<file path="config.mk">
export PLATFORM = sky130hd
export DESIGN_NAME = controle_boot
export DESIGN_NICKNAME = d
export VERILOG_FILES = /design/src/rtl/controle_boot.sv
export SDC_FILE = /design/constraint.sdc
export NUM_CORES = 1
export LEC_CHECK = 0
export CORE_MARGIN = 3
export CORE_UTILIZATION = 37
export CTS_BUF_LIST = sky130_fd_sc_hd__clkbuf_16
export DETAILED_ROUTE_END_ITERATION = 8
export PLACE_DENSITY = 0.78
export SLEW_MARGIN = 40
export SYNTH_ARGS = -nofsm -noshare
export SYNTH_HDL_FRONTEND = slang
export SYNTH_SLANG_ARGS = --single-unit
</file>
<file path="constraint.sdc">
create_clock -name clock -period 2.6 [get_ports clock]
set_input_delay 0.39 -clock clock [delete_from_list [all_inputs] [get_ports clock]]
set_output_delay 0.39 -clock clock [all_outputs]
set_load 0.01 [all_outputs]
</file>
<file path="src/rtl/controle_boot.sv">
// Boot sequencer for the iZero CPU: BIOS fetch, HD-to-instruction-RAM copy, then user restart at PC 0.
// Optional BOOT_CHECKSUM_EN adds a checksum output summing every word written to instruction RAM.
module controle_boot #(
    parameter int BIOS_SIZE  = 54,
    parameter int HD_ADDR_W  = 16,
    parameter int MEM_ADDR_W = 26
) (
    input  logic                  clock,
    input  logic                  resetn,
    input  logic [MEM_ADDR_W-1:0] pc,
    input  logic [31:0]           instr_bios,
    input  logic [31:0]           instr_mem,
    input  logic [HD_ADDR_W-1:0]  tam_prog,
    input  logic                  hd_ack,
    input  logic [31:0]           hd_dado,
    output logic [31:0]           instrucao,
    output logic                  cpu_stall,
    output logic                  pc_reset,
    output logic                  hd_req,
    output logic [HD_ADDR_W-1:0]  hd_addr,
    output logic                  mem_we,
    output logic [MEM_ADDR_W-1:0] mem_addr,
    output logic [31:0]           mem_dado,
    output logic                  modo_user
`ifdef BOOT_CHECKSUM_EN
    ,
    output logic [31:0]           checksum
`endif
);

    typedef enum logic [2:0] {
        S_BIOS, S_LE, S_GRAVA, S_LIBERA, S_USER, S_PARADO
    } state_t;

    state_t                r_state;
    state_t                w_next;
    logic [HD_ADDR_W-1:0]  r_count;
    logic [HD_ADDR_W-1:0]  r_len;
    logic [HD_ADDR_W-1:0]  w_count_inc;
    logic [31:0]           r_mem_dado;
    logic                  w_halt;

    assign w_count_inc = r_count + HD_ADDR_W'(1);
    assign hd_addr     = r_count;
    assign mem_addr    = {{(MEM_ADDR_W-HD_ADDR_W){1'b0}}, r_count};
    assign mem_dado    = r_mem_dado;

    // Outputs decode the state register only, so cpu_stall rises the cycle after a halt is fetched.
    always_comb begin
        // NOTE: every output gets a default first so no path through the case can infer a latch.
        w_next    = r_state;
        instrucao = '0;
        cpu_stall = 1'b0;
        pc_reset  = 1'b0;
        hd_req    = 1'b0;
        mem_we    = 1'b0;
        modo_user = 1'b0;
        case (r_state)
            S_BIOS: begin
                instrucao = (pc < MEM_ADDR_W'(BIOS_SIZE)) ? instr_bios : '0;
            end
            S_LE: begin
                hd_req    = 1'b1;
                cpu_stall = 1'b1;
                if (hd_ack) w_next = S_GRAVA;
            end
            S_GRAVA: begin
                mem_we    = 1'b1;
                cpu_stall = 1'b1;
                w_next    = (w_count_inc == r_len) ? S_LIBERA : S_LE;
            end
            S_LIBERA: begin
                pc_reset  = 1'b1;
                cpu_stall = 1'b1;
                w_next    = S_USER;
            end
            S_USER: begin
                modo_user = 1'b1;
                instrucao = instr_mem;
            end
            S_PARADO: begin
                cpu_stall = 1'b1;
                modo_user = 1'b1;
            end
            default: w_next = S_BIOS;
        endcase

        w_halt = (instrucao[31:26] == 6'b111111) && !cpu_stall;
        if (w_halt) begin
            if (r_state == S_BIOS)
                w_next = (tam_prog == '0) ? S_LIBERA : S_LE;
            else if (r_state == S_USER)
                w_next = S_PARADO;
        end
    end

    always_ff @(posedge clock or negedge resetn) begin
        if (!resetn) begin
            // NOTE: sequential state uses non-blocking assignments so all registers update from pre-edge values.
            r_state    <= S_BIOS;
            r_count    <= '0;
            r_len      <= '0;
            r_mem_dado <= '0;
        end else begin
            r_state <= w_next;
            if (w_halt && r_state == S_BIOS) begin
                r_len   <= tam_prog;
                r_count <= '0;
            end
            if (r_state == S_LE && hd_ack)
                r_mem_dado <= hd_dado;
            if (r_state == S_GRAVA)
                r_count <= w_count_inc;
        end
    end

`ifdef BOOT_CHECKSUM_EN
    logic [31:0] r_checksum;

    always_ff @(posedge clock or negedge resetn) begin
        if (!resetn)
            r_checksum <= '0;
        else if (w_halt && r_state == S_BIOS)
            r_checksum <= '0;
        else if (r_state == S_GRAVA)
            r_checksum <= r_checksum + r_mem_dado;
    end

    assign checksum = r_checksum;
`endif

endmodule

</file>
==> flow_summary.toml <==
[die]
initial_core_util = 0.384
die_y_microns = 110
dieArea_sq_um = 12100
ios = 252
dieWidth_microns = 110
std_cell_rows = 37
fp.coreArea_sq_um = 10500

[worst_setup_path]
critPathLaunchType = "input pin"
worstPathRequired_ps = 2210
crit_path_max_fanout = 8
critPathSlowestCell = "clkdlybuf4s50_1"
ff2ff_setup_slack_ps = 90
r2r_end = "hd_addr[12]$_DFFE_PN0P_"
cp-end-kind = "output port"
crit_chain = "clkdlybuf4s50_1 > nor4_2 > nand4_2 > nor2_4 > buf_4 > clkbuf_16 > a22o_1 > clkdlybuf4s15_1"
path_buf_inv = 4
critPathTopFamily = "buffers and inverters"
cpPeakStageDelay_ps = 410
cp.arrival_ps = 2200
path_class = "in -> out"
rr_worst_depth = 8

[sta]
hold_ws_ps = 152
rsz0062_at_grt = "true"
period_minus_slack_ps = 2590
fmax_ghz = 0.387
drv_slew = 0
maxSlewHeadroom = 0.594
post-route-period-util = 0.995
setup_viol = 0
worst-slew-pin-transition_ps = 610
skew_ps = 9.07
finalHoldViolations = 0

[pwr]
p_leak_nw = 2.92
peakVddDrop_mv = 0.606
cellPowerDensity_nw_per_um2 = 807
p_total_w = 0.00549

[yosys]
synthFlopType = "dfrtp_1"
synth-seq-cells = 67
yosysUniqueCellTypes = 56
synth_cells = 385
synth_warnings = 0
synthTopCellsByCount = "dfrtp_1 (67), mux2_2 (33), buf_4 (28)"
yosys-top-cells-area = "dfrtp_1 (42%), mux2_2 (9.3%), a22o_1 (5.7%)"
yosysTopAreaCell = "dfrtp_1"
ys_seq_area_frac = 0.417
syn_area_sq_um = 4020
synth_edf_count = 0
synth.most_common_cell = "dfrtp_1"
async_flop_share = 1.00
synth_top_cell_area_share = 0.417
synth.avg_cell_area_sq_um = 10.4

[cts]
cts_buffer_depth = 2
clk_latency_ps = 320
clk_pin_slew_ps = 60
htree_levels = 3
cts_buffers = 9
clock-root-buffer = "clkbuf_16"
cts_tree = "built"
cts.sinks = 67

[layout]
antenna_cells = 0
nets = 762
nFillCells = 847
syn_to_final_growth_pct = 69.6
drive_gt1_frac = 0.190
fin_cells = 761

[placement]
port_buffers = 240
dp_cells = 737
gp_congestion = 0.898
dp_hpwl_microns = 10900

[status]
status = "finished clean"

[drt]
wl_microns = 13900
drtAntennaViolNets = 0
via_per_inst = 5.19
wl_per_cell_microns = 18.2
drc = 0
vias = 3946
drt_iter0_markers = 178
firstDrtPassIters = 4

[grt]
grt_max_degree = 68
grt_pass1_vias = 3954
track_usage = 0.218
grt_first_pass_wirelength_microns = 20300
antenna_found_initial = 0
overflow = 0

[job]
cap_violations = 0

[hold_path]
hp-class = "in -> async"
worst max path at each step:
stage | start | to | cells past startpoint
after global placement | pc[25] | instrucao[5] | 8
after detailed placement | pc[12] | instrucao[27] | 7
final | pc[18] | instrucao[0] | 8
after floorplan | hd_addr[1]$_DFFE_PN0P_ | r_state[1]$_DFF_PN0_ | 7
after global routing | pc[18] | instrucao[0] | 8
after CTS | pc[23] | instrucao[27] | 9
cell families after synthesis:
group,after synthesis,synth area share
adder cells (fa/ha/maj),1,0.00311
multiplexers,49,0.137
buffers and inverters,61,0.0885
flip-flops,67,0.417
other,1,0.000934
AO/OA/AOI/OAI,72,0.142
XOR/XNOR,24,0.0523
AND/OR/NAND/NOR,110,0.158
report_power, final:
group          switching (W)  internal [W]
Combinational        0.00107       0.00150
Clock               0.000431      0.000827
Sequential          0.000290       0.00137
layout by cell type, fill, tap and decap left out, types with 4 or more instances in the layout:
cell type,Yosys,final
xor2_1,6,6
nand3_1,13,13
nor3_1,17,16
dlygate4sd2_1,0,5
clkbuf_16,0,11
conb_1,1,10
o211ai_1,4,4
clkdlybuf4s50_1,0,201
nand4_1,6,6
a22o_1,26,26
dfrtp_1,67,67
nand2_1,20,20
buf_4,28,22
nor3_2,4,5
mux2_2,33,33
dlymetal6s2s_1,0,6
xnor2_1,18,18
and3_1,7,7
nor4_1,13,11
clkbuf_2,0,21
o21ai_0,4,4
a21oi_1,8,8
a311o_1,7,7
nor2_1,10,10
inv_1,6,7
a22oi_1,6,6
mux2_1,16,16
layer usage:
metal | wire length (microns) | share of wire | vias up | track usage
li1 | - | - | 1871 | -
met1 | 5510 | 0.40 | 1905 | 0.274
met2 | 6950 | 0.50 | 160 | 0.350
met3 | 1280 | 0.092 | 10 | 0.0914
met4 | 124 | 0.0089 | 0 | 0.0484
met5 | 0 | 0 | - | 0
layout make-up:
type / count / area (sq um) / area share
Sequential cell: 67 / 1680 / 0.246
Inverter: 7 / 26.3 / 0.00386
Multi-Input combinational cell: 266 / 2040 / 0.299
Clock buffer: 9 / 225 / 0.0331
Clock inverter: 7 / 83.8 / 0.0123
Timing Repair Buffer: 269 / 2590 / 0.381
Tap cell: 136 / 170 / 0.0250
state kept, by name, indices dropped and copies added, names as in the netlist, named ones only:
register / cells
mem_dado: 32
hd_addr: 16
r_len: 16
r_state: 2
timing repair:
item                       CTS  global route
setup buffers                3             3
pin swaps                    4            10
gates resized for setup     47            51
cloned                       0             2
setup endpoints to repair   32            36
hold buffers                 0             0
metrics by stage:
step	setup slack [ps]	setup TNS [ps]	area, sq um	utilization
2_1_floorplan	382	0	4050	-
3_3_place_gp	-376	-13280	6480	0.620
3_5_place_dp	-439	-17180	6490	0.620
4_1_cts	-131	-134	6800	0.650
5_1_grt	-46.6	-114	6810	0.651
6_report	13.2	0	6810	0.651
Power figures use the tool's default switching activity.
